$ cat src/rtl/serial_rx_deserializer.sv
// serial_rx_deserializer
// Framed serial receiver for the shift register's serial output.
// A frame is one start bit (0), WIDTH data bits, an optional parity bit and
// one stop bit (1). The line is sampled only on clk edges where enb is high.
// The recovered word is presented on q with one-cycle valid/par_err/frm_err
// strobes.

module serial_rx_deserializer #(
    parameter int WIDTH      = 4,
    parameter bit PARITY_EN  = 1'b1,
    parameter bit PARITY_ODD = 1'b0
) (
    input  logic             clk,
    input  logic             rst_n,
    input  logic             enb,
    input  logic             dir,
    input  logic             s_in,
    output logic [WIDTH-1:0] q,
    output logic             valid,
    output logic             par_err,
    output logic             frm_err,
    output logic             busy
);

    localparam int CNT_W = (WIDTH > 2) ? $clog2(WIDTH) : 1;
    localparam logic [CNT_W-1:0] LAST_BIT = CNT_W'(WIDTH - 1);

    typedef enum logic [2:0] {
        IDLE      = 3'd0,
        DATA      = 3'd1,
        PARITY    = 3'd2,
        STOP      = 3'd3,
        WAIT_IDLE = 3'd4
    } state_t;

    state_t             state;
    logic [CNT_W-1:0]   cnt;
    logic               dir_r;
    logic [WIDTH-1:0]   shreg;
    logic               pbit_r;

    // Expected parity bit for a data word: even parity is plain XOR,
    // odd parity inverts it.
    function automatic logic parity_of(input logic [WIDTH-1:0] d);
        return (^d) ^ PARITY_ODD;
    endfunction

    // Shift one line sample into the word in the bit order latched at the
    // start bit; LSB-first lands the first bit at bit 0, MSB-first at the top.
    function automatic logic [WIDTH-1:0] shift_in(input logic [WIDTH-1:0] cur,
                                                  input logic            msb_first,
                                                  input logic            b);
        logic [WIDTH-1:0] nxt;
        if (msb_first) begin
            nxt = {cur[WIDTH-2:0], b};
        end else begin
            nxt = {b, cur[WIDTH-1:1]};
        end
        return nxt;
    endfunction

    // Frame sequencer: start detect, bit counting, stop check and the
    // low-line lockout after a framing error.
    always_ff @(posedge clk or negedge rst_n) begin
        if (!rst_n) begin
            state <= IDLE;
            cnt   <= '0;
            dir_r <= 1'b0;
        end else if (enb) begin
            case (state)
                IDLE: begin
                    if (!s_in) begin
                        state <= DATA;
                        cnt   <= '0;
                        dir_r <= dir;
                    end
                end
                DATA: begin
                    cnt <= cnt + 1'b1;
                    if (cnt == LAST_BIT) begin
                        state <= PARITY_EN ? PARITY : STOP;
                    end
                end
                PARITY: begin
                    state <= STOP;
                end
                STOP: begin
                    state <= s_in ? IDLE : WAIT_IDLE;
                end
                WAIT_IDLE: begin
                    if (s_in) begin
                        state <= IDLE;
                    end
                end
                default: begin
                    state <= IDLE;
                end
            endcase
        end
    end

    // Data shift register: collects one bit per enabled edge in DATA.
    always_ff @(posedge clk or negedge rst_n) begin
        if (!rst_n) begin
            shreg <= '0;
        end else if (enb && state == DATA) begin
            shreg <= shift_in(shreg, dir_r, s_in);
        end
    end

    // Parity bit capture on the enabled edge following the last data bit.
    always_ff @(posedge clk or negedge rst_n) begin
        if (!rst_n) begin
            pbit_r <= 1'b0;
        end else if (enb && state == PARITY) begin
            pbit_r <= s_in;
        end
    end

    // Output word and strobes; strobes self-clear on the next clk edge
    // whether or not enb is high, so each lasts exactly one cycle.
    always_ff @(posedge clk or negedge rst_n) begin
        if (!rst_n) begin
            q       <= '0;
            valid   <= 1'b0;
            par_err <= 1'b0;
            frm_err <= 1'b0;
        end else begin
            valid   <= 1'b0;
            par_err <= 1'b0;
            frm_err <= 1'b0;
            if (enb && state == STOP) begin
                if (s_in) begin
                    q       <= shreg;
                    valid   <= 1'b1;
                    par_err <= PARITY_EN && (pbit_r != parity_of(shreg));
                end else begin
                    frm_err <= 1'b1;
                end
            end
        end
    end

    // Busy reflects any state other than IDLE, including the error lockout.
    assign busy = (state != IDLE);

endmodule

$ cat config.mk
export PLATFORM = sky130hd
export DESIGN_NAME = serial_rx_deserializer
export DESIGN_NICKNAME = d
export VERILOG_FILES = /design/src/rtl/serial_rx_deserializer.sv
export SDC_FILE = /design/constraint.sdc
export NUM_CORES = 1
export LEC_CHECK = 0
export ABC_CLOCK_PERIOD_IN_PS = 1950
export CAP_MARGIN = 5
export CORE_AREA = 2 2 57 59
export DETAILED_ROUTE_END_ITERATION = 12
export DIE_AREA = 0 0 59 61
export GPL_TIMING_DRIVEN = 0
export PLACE_DENSITY = 0.51
export SLEW_MARGIN = 20
export SYNTH_ARGS = -nofsm -noshare
export SYNTH_HDL_FRONTEND = slang
export SYNTH_SLANG_ARGS = --single-unit
$ cat constraint.sdc
create_clock -name clk -period 1.95 [get_ports clk]
set_input_delay 0.39 -clock clk [delete_from_list [all_inputs] [get_ports clk]]
set_output_delay 0.39 -clock clk [all_outputs]
set_load 0.01 [all_outputs]
==> results.md <==
* Status: finished clean
* Final Cycle Share at 96.49%
* DRC at 0
* Layout Cells excl Fill at 118
* Worst skew pair latency at 300 ps
* Yosys reg bits at 18
* Sequential Power Share at 41.9%
* Gate power share at 43.1%
* Yosys warnings at 0
* Inserted Diodes at 0
* Max incr delay on CP at 470 ps
* Most frequent cells in the layout: dfrtp_1, clkdlybuf4s50_1, nor2_1
* Post-synth top area cell: dfrtp_1
* # setup viols final at 0
* Hold buffer count at CTS at 0
* Antenna violations before repair at 0
* Net switching power at 0.0005039 W
* Switching portion of total power at 32.61%
* Crit path kind: flop to output pin
* Post-Synth XOR/XNOR Area at 4.734%
* Crit path capture type: output pin
* Endpoints failing hold at 0
* Min cycle time layout at 1882 ps
* Post-synthesis sequential area ratio at 53.25%
* Max IR drop VDD at 705.7 uV
* Die area at 3599 um2
* Via-per-instance ratio at 4.576
* Setup Buffers After CTS at 0
* WP data required at 1560 ps
* IO Port Bufs at 12
* Avg Synthesized Cell Area at 12.26 um2
* CTS resizes at 0
* Drt initial violations at 22
* Complex-gate fraction of the synthesized area at 9.615%
* Pwr per Cell Area at 1481 nW/um2
* Area fraction of the dominant cell type after synthesis at 53.25%
* Die W at 59 um
* Core area at 2953 um2
* Final Max Slew Viols at 0
* Worst-path clk slew at 110 ps
* RD Place Congestion at 0.7729
* First-pass GRT wire length at 2656 um
* Relative slew slack at 44.21%
* Number of synthesized flops with an enable pin at 0
* Share of post-route cells with drive strength above 1 at 17.65%
* Fmax at 0.5315 GHz
* Largest family of logic cells by synthesized area: multiplexers
* CTS Buf Count at 3
* Initial Util at 28.64%
* GRT Total Usage at 10.11%
* Pwr Total at 0.001545 W
* Fill cells at 304
* Setup TNS at 0 ps
* Clk pwr share at 15.0%
* Largest net degree at the start of global routing at 19
* Leak pwr at 0.4845 nW
* Row cnt at 20
* Synth unique cells at 26
* CP Max Fanout at 7
* Synth area leaders: dfrtp_1, mux2_4, mux2i_1
* Routed wire length per instance at 12.08 um
* CP max stage cell: dfrtp_1
* Commonest non-fill, non-tap cell in the layout: dfrtp_1
* Clock Sinks at 18
* Post-Place Cells at 114
* Root buffer cell: clkbuf_4
* Mapped cell area at 845.8 um2
* Ports at 13
* CTS tree: built
* Worst setup SP type: flop
* RSZ-0062 raised after global routing: false
* Wirelength, routed at 1426 um
* Total gr overflow at 0
* Layout area overhead at 23.37%
* Crit-path cells: nor2_1, nand2_1, clkdlybuf4s50_1
* Layout net count at 92
* Adder-cell share of the synthesized area at 1.479%
* Top FF cell, synth: dfrtp_1
* Vias in the first global route at 590
* Clock skew at 8.949 ps
* Type of the most critical hold path: flop to flop
* Drt pass-1 iters at 4
* Total number of vias at 540
* Die Span Y at 61 um
* Gate Count Post-Synth at 69
* Simple-Gate Fraction of Synth Area at 10.95%
* Actual slew at the worst max-slew pin at 834.2 ps
* DPL Wire Length at 1044 um
* Longest Clk Path Bufs at 2
* Mux cell area share after synthesis at 15.83%
* Remaining antenna violation count at 0
* Max Cap Viol at 0
* Worst path arrival time at 1490 ps
* Syn nets at 75
* Htree depth at 1
* Internal power at 0.001041 W
* FFs w/ async S/R, synth at 100.0%
* Final Core Density at 35.34%
-- cell type report --
type / count / area [um2] / share of cell area [%]
tap: 33 / 41.29 / 3.957
clock buffer: 4 / 36.28 / 3.477
timing repair buffer: 12 / 120.1 / 11.51
inverter: 4 / 15.01 / 1.439
multi-input combinational: 44 / 360.3 / 34.53
buffer: 3 / 20.02 / 1.918
sequential: 18 / 450.4 / 43.17
-- cells in the mapped netlist (2+ instances only) --
cell type / n
nor2_1: 7
inv_1: 4
xnor2_1: 2
dfrtp_1: 18
mux2i_1: 4
a22o_1: 2
nor3_1: 2
nand2_1: 3
a21oi_1: 4
mux2_2: 3
o31ai_1: 2
mux2_4: 4
-- worst paths after layout --
check                              start  endpoint  slack (ps)  cells past startpoint
worst max register to register  state[2]      q[0]         390                      4
worst min-delay path                q[3]      q[3]         520                      1
min in group asynchronous          rst_n   frm_err         560                      1
worst max-delay path            state[1]      busy          70                      3
worst min register to register      q[3]      q[3]         520                      1
max in group asynchronous          rst_n      q[0]         870                      1
-- through the flow --
stage / setup slack, ps / hold WS (ps) / instance area [um2]
global route: 4.887 / 536.6 / 1044
detailed placement: -140.1 / 492.6 / 1007
CTS: 62.77 / 521.9 / 1044
floorplan: 495.0 / 94.41 / 845.8
finish: 68.40 / 515.5 / 1044
global placement: -128.8 / 492.0 / 1007
-- metal layers --
metal | vias up | wire length, um | track usage (%)
met5 | - | 0 | 0
met4 | 0 | 0 | 1.948
met3 | 0 | 75 | 4.478
met2 | 12 | 655 | 16.67
met1 | 254 | 695 | 12.40
li1 | 274 | - | -
-- critical path, delay by kind of cell, from the launching register on --
kind / cells / cell delay, ps
flip-flops: 1 / 470
AND/OR/NAND/NOR: 2 / 250
buffers and inverters: 1 / 470
-- logic make-up after synthesis --
| family | count (synthesis) |
|---|---|
| mux | 11 |
| xor+xnor | 3 |
| flops | 18 |
| compound gates | 12 |
| fa+ha+maj | 1 |
| buf+inv | 7 |
| simple gates | 17 |
-- power groups by stage --
stage | registers, W | clock network, W | logic [W]
detailed placement | 0.000659 | 0 | 0.000677
global route | 0.000678 | 0.000261 | 0.000750
global placement | 0.000654 | 0 | 0.000666
finish | 0.000648 | 0.000232 | 0.000666
CTS | 0.000651 | 0.000243 | 0.000678
floorplan | 0.000648 | 0 | 0.000469
-- flip-flops by register name, summed over array words and instances (netlist names) --
register / flops
par_err: 1
shreg: 4
cnt: 2
dir_r: 1
valid: 1
pbit_r: 1
frm_err: 1
state: 3
q: 4
(Power assumes the default switching activity.)
